## src/rtl/mem_port_arbiter.sv

```systemverilog
// mem_port_arbiter
// Lets NUM_CH masters share one synchronous memory. A round-robin arbiter
// picks at most one request per cycle. The winner's command is registered onto
// the mem_* port, and read returns are steered back to the requesting channel
// through a fixed-depth tracking pipeline.
// Optional build macro: MEM_ARB_PRIO_EN gives channel 0 absolute priority.
// Channels 1..NUM_CH-1 then round-robin whenever channel 0 is idle.

module mem_port_arbiter #(
  parameter int NUM_CH      = 4,
  parameter int ADDR_W      = 16,
  parameter int DATA_W      = 16,
  parameter int MEM_LATENCY = 1
) (
  input  logic                     clk,
  input  logic                     reset,
  input  logic [NUM_CH-1:0]        req,
  input  logic [NUM_CH-1:0]        writeEnable,
  input  logic [NUM_CH*ADDR_W-1:0] address,
  input  logic [NUM_CH*DATA_W-1:0] dataToMemory,
  output logic [NUM_CH-1:0]        gnt,
  output logic [NUM_CH-1:0]        rvalid,
  output logic [DATA_W-1:0]        dataFromMemory,
  output logic                     mem_en,
  output logic                     mem_writeEnable,
  output logic [ADDR_W-1:0]        mem_address,
  output logic [DATA_W-1:0]        mem_dataToMemory,
  input  logic [DATA_W-1:0]        mem_dataFromMemory,
  output logic                     busy
);

  localparam int PTR_W = (NUM_CH > 1) ? $clog2(NUM_CH) : 1;
  // One stage per cycle between the grant edge and the cycle in which the
  // memory presents the read data.
  localparam int DEPTH = MEM_LATENCY + 1;

  // Channel index base+k, wrapped modulo NUM_CH (k is 1..NUM_CH).
  function automatic logic [PTR_W-1:0] wrap_idx(input logic [PTR_W-1:0] base, input int k);
    int sum;
    sum = int'(base) + k;
    return PTR_W'((sum >= NUM_CH) ? (sum - NUM_CH) : sum);
  endfunction

  logic [PTR_W-1:0]  last;
  logic [PTR_W-1:0]  rr_id;
  logic              rr_valid;
  logic [PTR_W-1:0]  win_id;
  logic              win_valid;
  logic              prio_hit;
  logic [NUM_CH-1:0] gnt_raw;
  logic              sel_we;
  logic [ADDR_W-1:0] sel_addr;
  logic [DATA_W-1:0] sel_data;
  logic              push;

  logic [DEPTH-1:0]  pipe_valid;
  logic [PTR_W-1:0]  pipe_id [DEPTH];

  // Round-robin search from last+1; the descending loop lets the closest requester win.
  always_comb begin
    rr_id = '0;
    for (int k = NUM_CH; k >= 1; k--) begin
      rr_id = req[wrap_idx(last, k)] ? wrap_idx(last, k) : rr_id;
    end
    rr_valid = |req;
`ifdef MEM_ARB_PRIO_EN
    if (req[0]) begin
      win_valid = 1'b1;
      win_id    = '0;
      prio_hit  = 1'b1;
    end else begin
      win_valid = rr_valid;
      win_id    = rr_id;
      prio_hit  = 1'b0;
    end
`else
    win_valid = rr_valid;
    win_id    = rr_id;
    prio_hit  = 1'b0;
`endif
    gnt_raw = win_valid ? (NUM_CH'(1'b1) << win_id) : '0;
  end

  // Grant is combinational but held low for as long as reset is asserted.
  always_comb begin
    if (reset) begin
      gnt = '0;
    end else begin
      gnt = gnt_raw;
    end
  end

  // Select the winning channel's command fields.
  always_comb begin
    sel_we   = 1'b0;
    sel_addr = '0;
    sel_data = '0;
    for (int i = 0; i < NUM_CH; i++) begin
      sel_we   = (PTR_W'(i) == win_id) ? writeEnable[i] : sel_we;
      sel_addr = (PTR_W'(i) == win_id) ? address[i*ADDR_W +: ADDR_W] : sel_addr;
      sel_data = (PTR_W'(i) == win_id) ? dataToMemory[i*DATA_W +: DATA_W] : sel_data;
    end
    push = win_valid & ~sel_we;
  end

  // Pointer moves to the winner; a priority grant to channel 0 leaves it alone.
  always_ff @(posedge clk or posedge reset) begin
    if (reset) begin
      last <= PTR_W'(NUM_CH - 1);
    end else if (win_valid && !prio_hit) begin
      last <= win_id;
    end
  end

  // Command stage: address and data hold when there is no grant, so the bus stays quiet.
  always_ff @(posedge clk or posedge reset) begin
    if (reset) begin
      mem_en           <= 1'b0;
      mem_writeEnable  <= 1'b0;
      mem_address      <= '0;
      mem_dataToMemory <= '0;
    end else begin
      mem_en          <= win_valid;
      mem_writeEnable <= win_valid & sel_we;
      if (win_valid) begin
        mem_address      <= sel_address_fix(sel_addr);
        mem_dataToMemory <= sel_data;
      end
    end
  end

  // Identity helper that keeps the address path width explicit.
  function automatic logic [ADDR_W-1:0] sel_address_fix(input logic [ADDR_W-1:0] a);
    return a;
  endfunction

  // Read tracking: the channel id travels alongside the memory access and
  // steers the captured data back to its channel. busy also covers the
  // return cycle, so it drops the cycle after the last rvalid.
  always_ff @(posedge clk or posedge reset) begin
    if (reset) begin
      pipe_valid     <= '0;
      for (int k = 0; k < DEPTH; k++) begin
        pipe_id[k] <= '0;
      end
      rvalid         <= '0;
      dataFromMemory <= '0;
      busy           <= 1'b0;
    end else begin
      pipe_valid <= {pipe_valid[DEPTH-2:0], push};
      pipe_id[0] <= win_id;
      for (int k = 1; k < DEPTH; k++) begin
        pipe_id[k] <= pipe_id[k-1];
      end
      rvalid <= pipe_valid[DEPTH-1] ? (NUM_CH'(1'b1) << pipe_id[DEPTH-1]) : '0;
      if (pipe_valid[DEPTH-1]) begin
        dataFromMemory <= mem_dataFromMemory;
      end
      busy <= push | (|pipe_valid);
    end
  end

endmodule

```

## config.mk

```make
export PLATFORM = sky130hd
export DESIGN_NAME = mem_port_arbiter
export DESIGN_NICKNAME = d
export VERILOG_FILES = /design/src/rtl/mem_port_arbiter.sv
export SDC_FILE = /design/constraint.sdc
export NUM_CORES = 1
export LEC_CHECK = 0
export ABC_AREA = 1
export ABC_CLOCK_PERIOD_IN_PS = 2600
export BUFFER_PORTS_ARGS = -buffer_cell sky130_fd_sc_hd__buf_2
export CORE_UTILIZATION = 40
export CTS_CLUSTER_DIAMETER = 80
export DETAILED_ROUTE_END_ITERATION = 16
export PLACE_DENSITY = 0.74
export SLEW_MARGIN = 25
export SYNTH_ARGS = -nofsm -noshare
export SYNTH_HDL_FRONTEND = slang
export SYNTH_SLANG_ARGS = --single-unit
```

## constraint.sdc

```tcl
create_clock -name clk -period 2.6 [get_ports clk]
set_input_delay 0.13 -clock clk [delete_from_list [all_inputs] [get_ports clk]]
set_output_delay 0.13 -clock clk [all_outputs]
set_load 0.02 [all_outputs]
```

# After elaboration in Yosys (flattened, before gate mapping)
# Cells that the tools add are included.
# word_totals
reg_bits	63
latchBits	0
ramBits	0
rom_bits	0
input_bits	154
output_inout_bits	59
word_cells	70
mem_count	0
# classes
addsub	8
mul	0
div_mod_pow	0
order_cmp	8
eq_ne	3
n_shift	2
muxes	31
bitwise_logic	4
n_reduce_logical	3
# ops
cell	n
two-way mux 16 bit	8
two-way mux 2 bit	8
less-than comparator 2 x 3 -> 1 bit (second input constant)	4
two-way mux 4 bit	3
>= comparator 3 bit (second input constant)	3
binary-select mux 1 bit (select 2 bit)	4
two-way mux 1 bit	8
<< shifter 1 x 2 -> 4 bit (first input constant)	2
subtractor 2 x 1 -> 2 bit (second input constant)	4
adder 2 x 2 -> 3 bit (second input constant)	2
adder 2 x 3 -> 4 bit (second input constant)	1
== test 2 bit (first input constant)	2
>= comparator 4 x 3 -> 1 bit (second input constant)	1
OR reduction 4 bit	1
adder 2 x 1 -> 3 bit (second input constant)	1
bitwise AND 1 bit	2
== test 1 x 2 -> 1 bit (first input constant)	1
logical NOT 2 bit	1
OR reduction 2 bit	1
NOT 1 bit	1
OR 1 bit	1

# Depth between registers and ports, before layout
# logic_depth
word_depth	17
mapped_depth	16
mapped_depth_nobuf	15

# Least setup slack after synthesis
# Ideal clock, no wire load.
# synth_path
path_type	in2out
startpoint	in reset
endpoint	out gnt[0]
arrival_time_ns	2.197
required_time_ns	2.470
slack_ns	0.273
stages	3
path_buffers	0
path_cell_list	inv_1 -> nand2_1 -> nor3_1
# synth_between
elab_chain_len	1
# synth_lines
element	line	rtl
start, declared	16	input logic reset,
two-way mux 4 bit	86	if (reset) begin
end, declared	21	output logic [NUM_CH-1:0] gnt,
# No other way between the ends.

# Worst setup path in the final report
# layout_path
startpoint	reg last[0]
endpoint	out gnt[3]
# layout_between
elab_chain_len	12
word_cells_on_any_way	31
cone_classes	add/sub (8); order compare (4); shift (1); mux (18)
# layout_lines
element	line	rtl
start, declared	44	logic [PTR_W-1:0] last;
start signal, assigned	109	last <= PTR_W'(NUM_CH - 1);
start signal, assigned	111	last <= win_id;
adder 2 x 3 -> 4 bit	40	sum = int'(base) + k;
>= comparator 4 x 3 -> 1 bit or subtractor 2 x 1 -> 2 bit (tied branches)	41	return PTR_W'((sum >= NUM_CH) ? (sum - NUM_CH) : sum);
two-way mux 2 bit	41	
binary-select mux 1 bit (select 2 bit)	63	rr_id = req[wrap_idx(last, k)] ? wrap_idx(last, k) : rr_id;
two-way mux 1 bit (implied by the code)	63	
two-way mux 2 bit (3 in a row)	63	
two-way mux 2 bit *	63	
<< shifter 1 x 2 -> 4 bit *	81	gnt_raw = win_valid ? (NUM_CH'(1'b1) << win_id) : '0;
two-way mux 4 bit *	81	
two-way mux 4 bit *	86	
# Every way passes the cells marked *; elsewhere a longest branch is shown, timed or not. The select of a mux whose other input is x is not followed.

==> reports/qor.yml <==
worst_hold_path:
  hold_class: "in2reg"
setup_path:
  cp_top_family: "simple AND/OR/NAND/NOR gates"
  cp.arrival_ns: 2.32
  worstSetupPathType: "reg2out"
  required_ns: 2.47
  path_common_cell: "nand2_1"
  start_kind: "register"
  max_stage_delay_ns: 0.58
  crit_buf_inv: 4
  endpoint_kind: "primary output"
  path_max_fanout: 27
  crit_chain: "inv_2 -> nand2_1 -> nand2_1 -> nand2_1 -> nand2_1 -> nor2_1 -> nand2_1 -> nand2_1 -> inv_4 -> nand2_8 -> buf_12 -> nor2_1 -> buf_2"
  cpMaxStageDelayCell: "dfstp_2"
  r2r_setup_slack_ns: 0.15
yosys:
  ys_seq_elements: 63
  synth_edf_count: 0
  netlist_instances: 515
  synth.distinct_cells: 27
  yosysSeqAreaShare_pct: 43.71
  synth_area_um2: 3612
  synth_ff_type: "dfrtp_1"
  synthArstFlopShare_pct: 100.0
  synth_warnings: 0
  syn_avg_cell_area_um2: 7.014
  syn-num-nets: 669
clocking:
  cts_tree: "done"
  numCtsBuffers: 9
  cts_buffer_depth: 2
  clkTransAtPathRegs_ns: 0.07
  htreeDepth: 3
  insertion_delay_ns: 0.33
  cts.sink_count: 63
  root_buffer: "clkbuf_8"
routing:
  vias: 4145
  wl_mm: 11.73
  viasPerCell: 4.929
  first_pass_iters: 5
  drc: 0
  wl_per_cell_um: 13.95
  ant_nets: 0
  drtIter0Drc: 184
global_routing:
  grt_antenna_before_repair: 0
  grt_pass1_wl_mm: 18.85
  grt_max_degree: 64
  overflow: 0
  grt_pass1_vias: 3916
  grt_use_total_pct: 24.80
floorplan:
  dieArea_um2: 9415
  core_area_um2: 8721
  chipWidth_um: 97.03
  rows: 34
  die_h_um: 97.03
  ios: 213
  start_util_pct: 41.42
pwr:
  switching_power_w: 0.004385
  combPwrFrac_pct: 67.7
  powerDensity_nw_per_um2: 1642
  power.share.sequential_pct: 22.3
  p_sw_share_pct: 53.15
  ir_worst_vdd_mv: 0.7554
  p_leak_nw: 2.845
  clock_power_share_pct: 10.0
  p_int_w: 0.003866
  p_total_w: 0.008250
finish:
  nets: 882
  drive_gt1_share_pct: 36.70
  syn_to_final_growth_pct: 39.14
  n_antenna_cell: 0
sta:
  setup_viol: 0
  tightestPinTransition_ns: 0.7963
  clock_skew_ns: 0.009819
  timing.final.max_slew_violations: 0
  setup-tns-final_ns: 0
  rsz0062_at_grt: "true"
  slew_headroom_pct: 46.92
  layout_setup_ws_ns: 0.1459
  hold_viol_final: 0
  timing.final.crit_share_pct: 94.39
  max_clock_freq_mhz: 407.5
  timing.hold.ws_ns: 0.01769
  min_period_ns: 2.454
place:
  finalWeightedCongestion: 0.8686
  dp_slack_ns: 0.2159
  io_buffers: 212
  dp_hpwl_mm: 8.476
job:
  cap_viol_max_count: 0
outcome:
  status: "finished clean"
through the flow:
step | util, % | instance area, um^2 | std cells
floorplan | - | 3612 | 515
global placement | 53.93 | 4703 | 814
detailed placement | 53.93 | 4703 | 814
CTS | 56.38 | 4917 | 832
global route | 57.63 | 5026 | 841
finish | 57.63 | 5026 | 841
worst paths after layout:
check / start / end / cells past startpoint
min in group asynchronous: reset / mem_address[8]$_DFFE_PP0N_ / 3
setup / recovery: last[0]$_DFFE_PP1N_ / gnt[3] / 13
hold / removal: mem_dataFromMemory[14] / dataFromMemory[14]$_DFFE_PP0P_ / 3
hold reg to reg: pipe_id[3]$_DFF_PP0_ / pipe_id[1]$_DFF_PP0_ / 0
setup reg to reg: last[0]$_DFFE_PP1N_ / mem_address[8]$_DFFE_PP0N_ / 16
max in group asynchronous: reset / dataFromMemory[6]$_DFFE_PP0P_ / 3
synth_stat cells (4+ instances only):
library cell / n / area [um^2]
nand2_1: 234 / 878.3
dfrtp_1: 61 / 1526
inv_1: 49 / 183.9
o21ai_0: 36 / 180.2
nand3_1: 32 / 160.2
o21ai_1: 21 / 105.1
clkbuf_1: 12 / 45.04
nand4_1: 11 / 68.82
nor2_1: 8 / 30.03
nor3_1: 7 / 35.03
buf_6: 6 / 67.56
nand3_2: 6 / 60.06
buf_2: 5 / 25.02
inv_2: 5 / 18.77
nand2_2: 4 / 25.02
state kept, by name, summed over array words and instances (netlist names):
register / cells
mem_writeEnable: 1
dataFromMemory: 16
last: 2
mem_dataToMemory: 16
mem_address: 16
busy: 1
pipe_valid: 2
rvalid: 4
mem_en: 1
pipe_id: 4
worst register-to-register path: stages (launching register included):
cell and delay, ns:
dfstp_2 0.58, inv_2 0.11, nand2_1 0.08, nand2_1 0.07
nand2_1 0.10, nand2_1 0.09, inv_2 0.09, nand2_2 0.09
nand2_8 0.12, nand2_8 0.09, buf_4 0.16, nor2_8 0.34
nand2_1 0.15, nand2_1 0.11, nand2_1 0.05, nand2_1 0.06
nand2_1 0.05
kinds of logic (layout without fill, tap and decap cells):
| logic type | Yosys count | count (layout) | share of synthesized area, % |
|---|---|---|---|
| AO/OA/AOI/OAI | 62 | 62 | 8.763 |
| buffers and inverters | 82 | 299 | 10.32 |
| flip-flops | 63 | 63 | 43.71 |
| AND/OR/NAND/NOR | 308 | 309 | 37.20 |
power groups by stage:
stage	registers [W]	clock network (W)	logic (W)
floorplan	0.00231	0	0.00351
global placement	0.00182	0	0.00503
global route	0.00189	0.000890	0.00626
detailed placement	0.00184	0	0.00525
finish	0.00184	0.000823	0.00559
CTS	0.00183	0.000842	0.00526
cell type report:
class | count | area, um^2
Fill cell | 870 | 3695
Timing Repair Buffer | 229 | 1216
Clock inverter | 6 | 61.31
Sequential cell | 63 | 1579
Multi-Input combinational cell | 371 | 1699
Tap cell | 108 | 135.1
Clock buffer | 10 | 127.6
Inverter | 54 | 207.7
layout by cell type, fill, tap and decap left out, drive strengths merged, types with 2 or more instances in the layout:
cell type / instances
dfrtp: 61
nand4: 11
dlygate4sd3: 2
a21oi: 3
nor3: 7
o21ai: 58
buf: 227
clkbuf: 10
inv: 54
nor2: 11
dfstp: 2
clkinv: 4
nand2: 241
nand3: 39
timing repair:
action                     4_1_cts  5_1_grt
hold endpoints to repair         2        0
setup buffers                    0        8
hold buffers                     2        0
pin swaps                        0        2
cloned                           0        1
resized for setup                1       10
setup endpoints to repair        1        9
metal layers:
metal | global-route usage, % | vias up | wire length (um)
li1 | - | 2035 | -
met1 | 31.54 | 1899 | 4772
met2 | 44.04 | 194 | 6012
met3 | 3.540 | 17 | 791
met4 | 6.315 | 0 | 155
met5 | 0 | - | 0
Power figures use the tool's default switching activity.
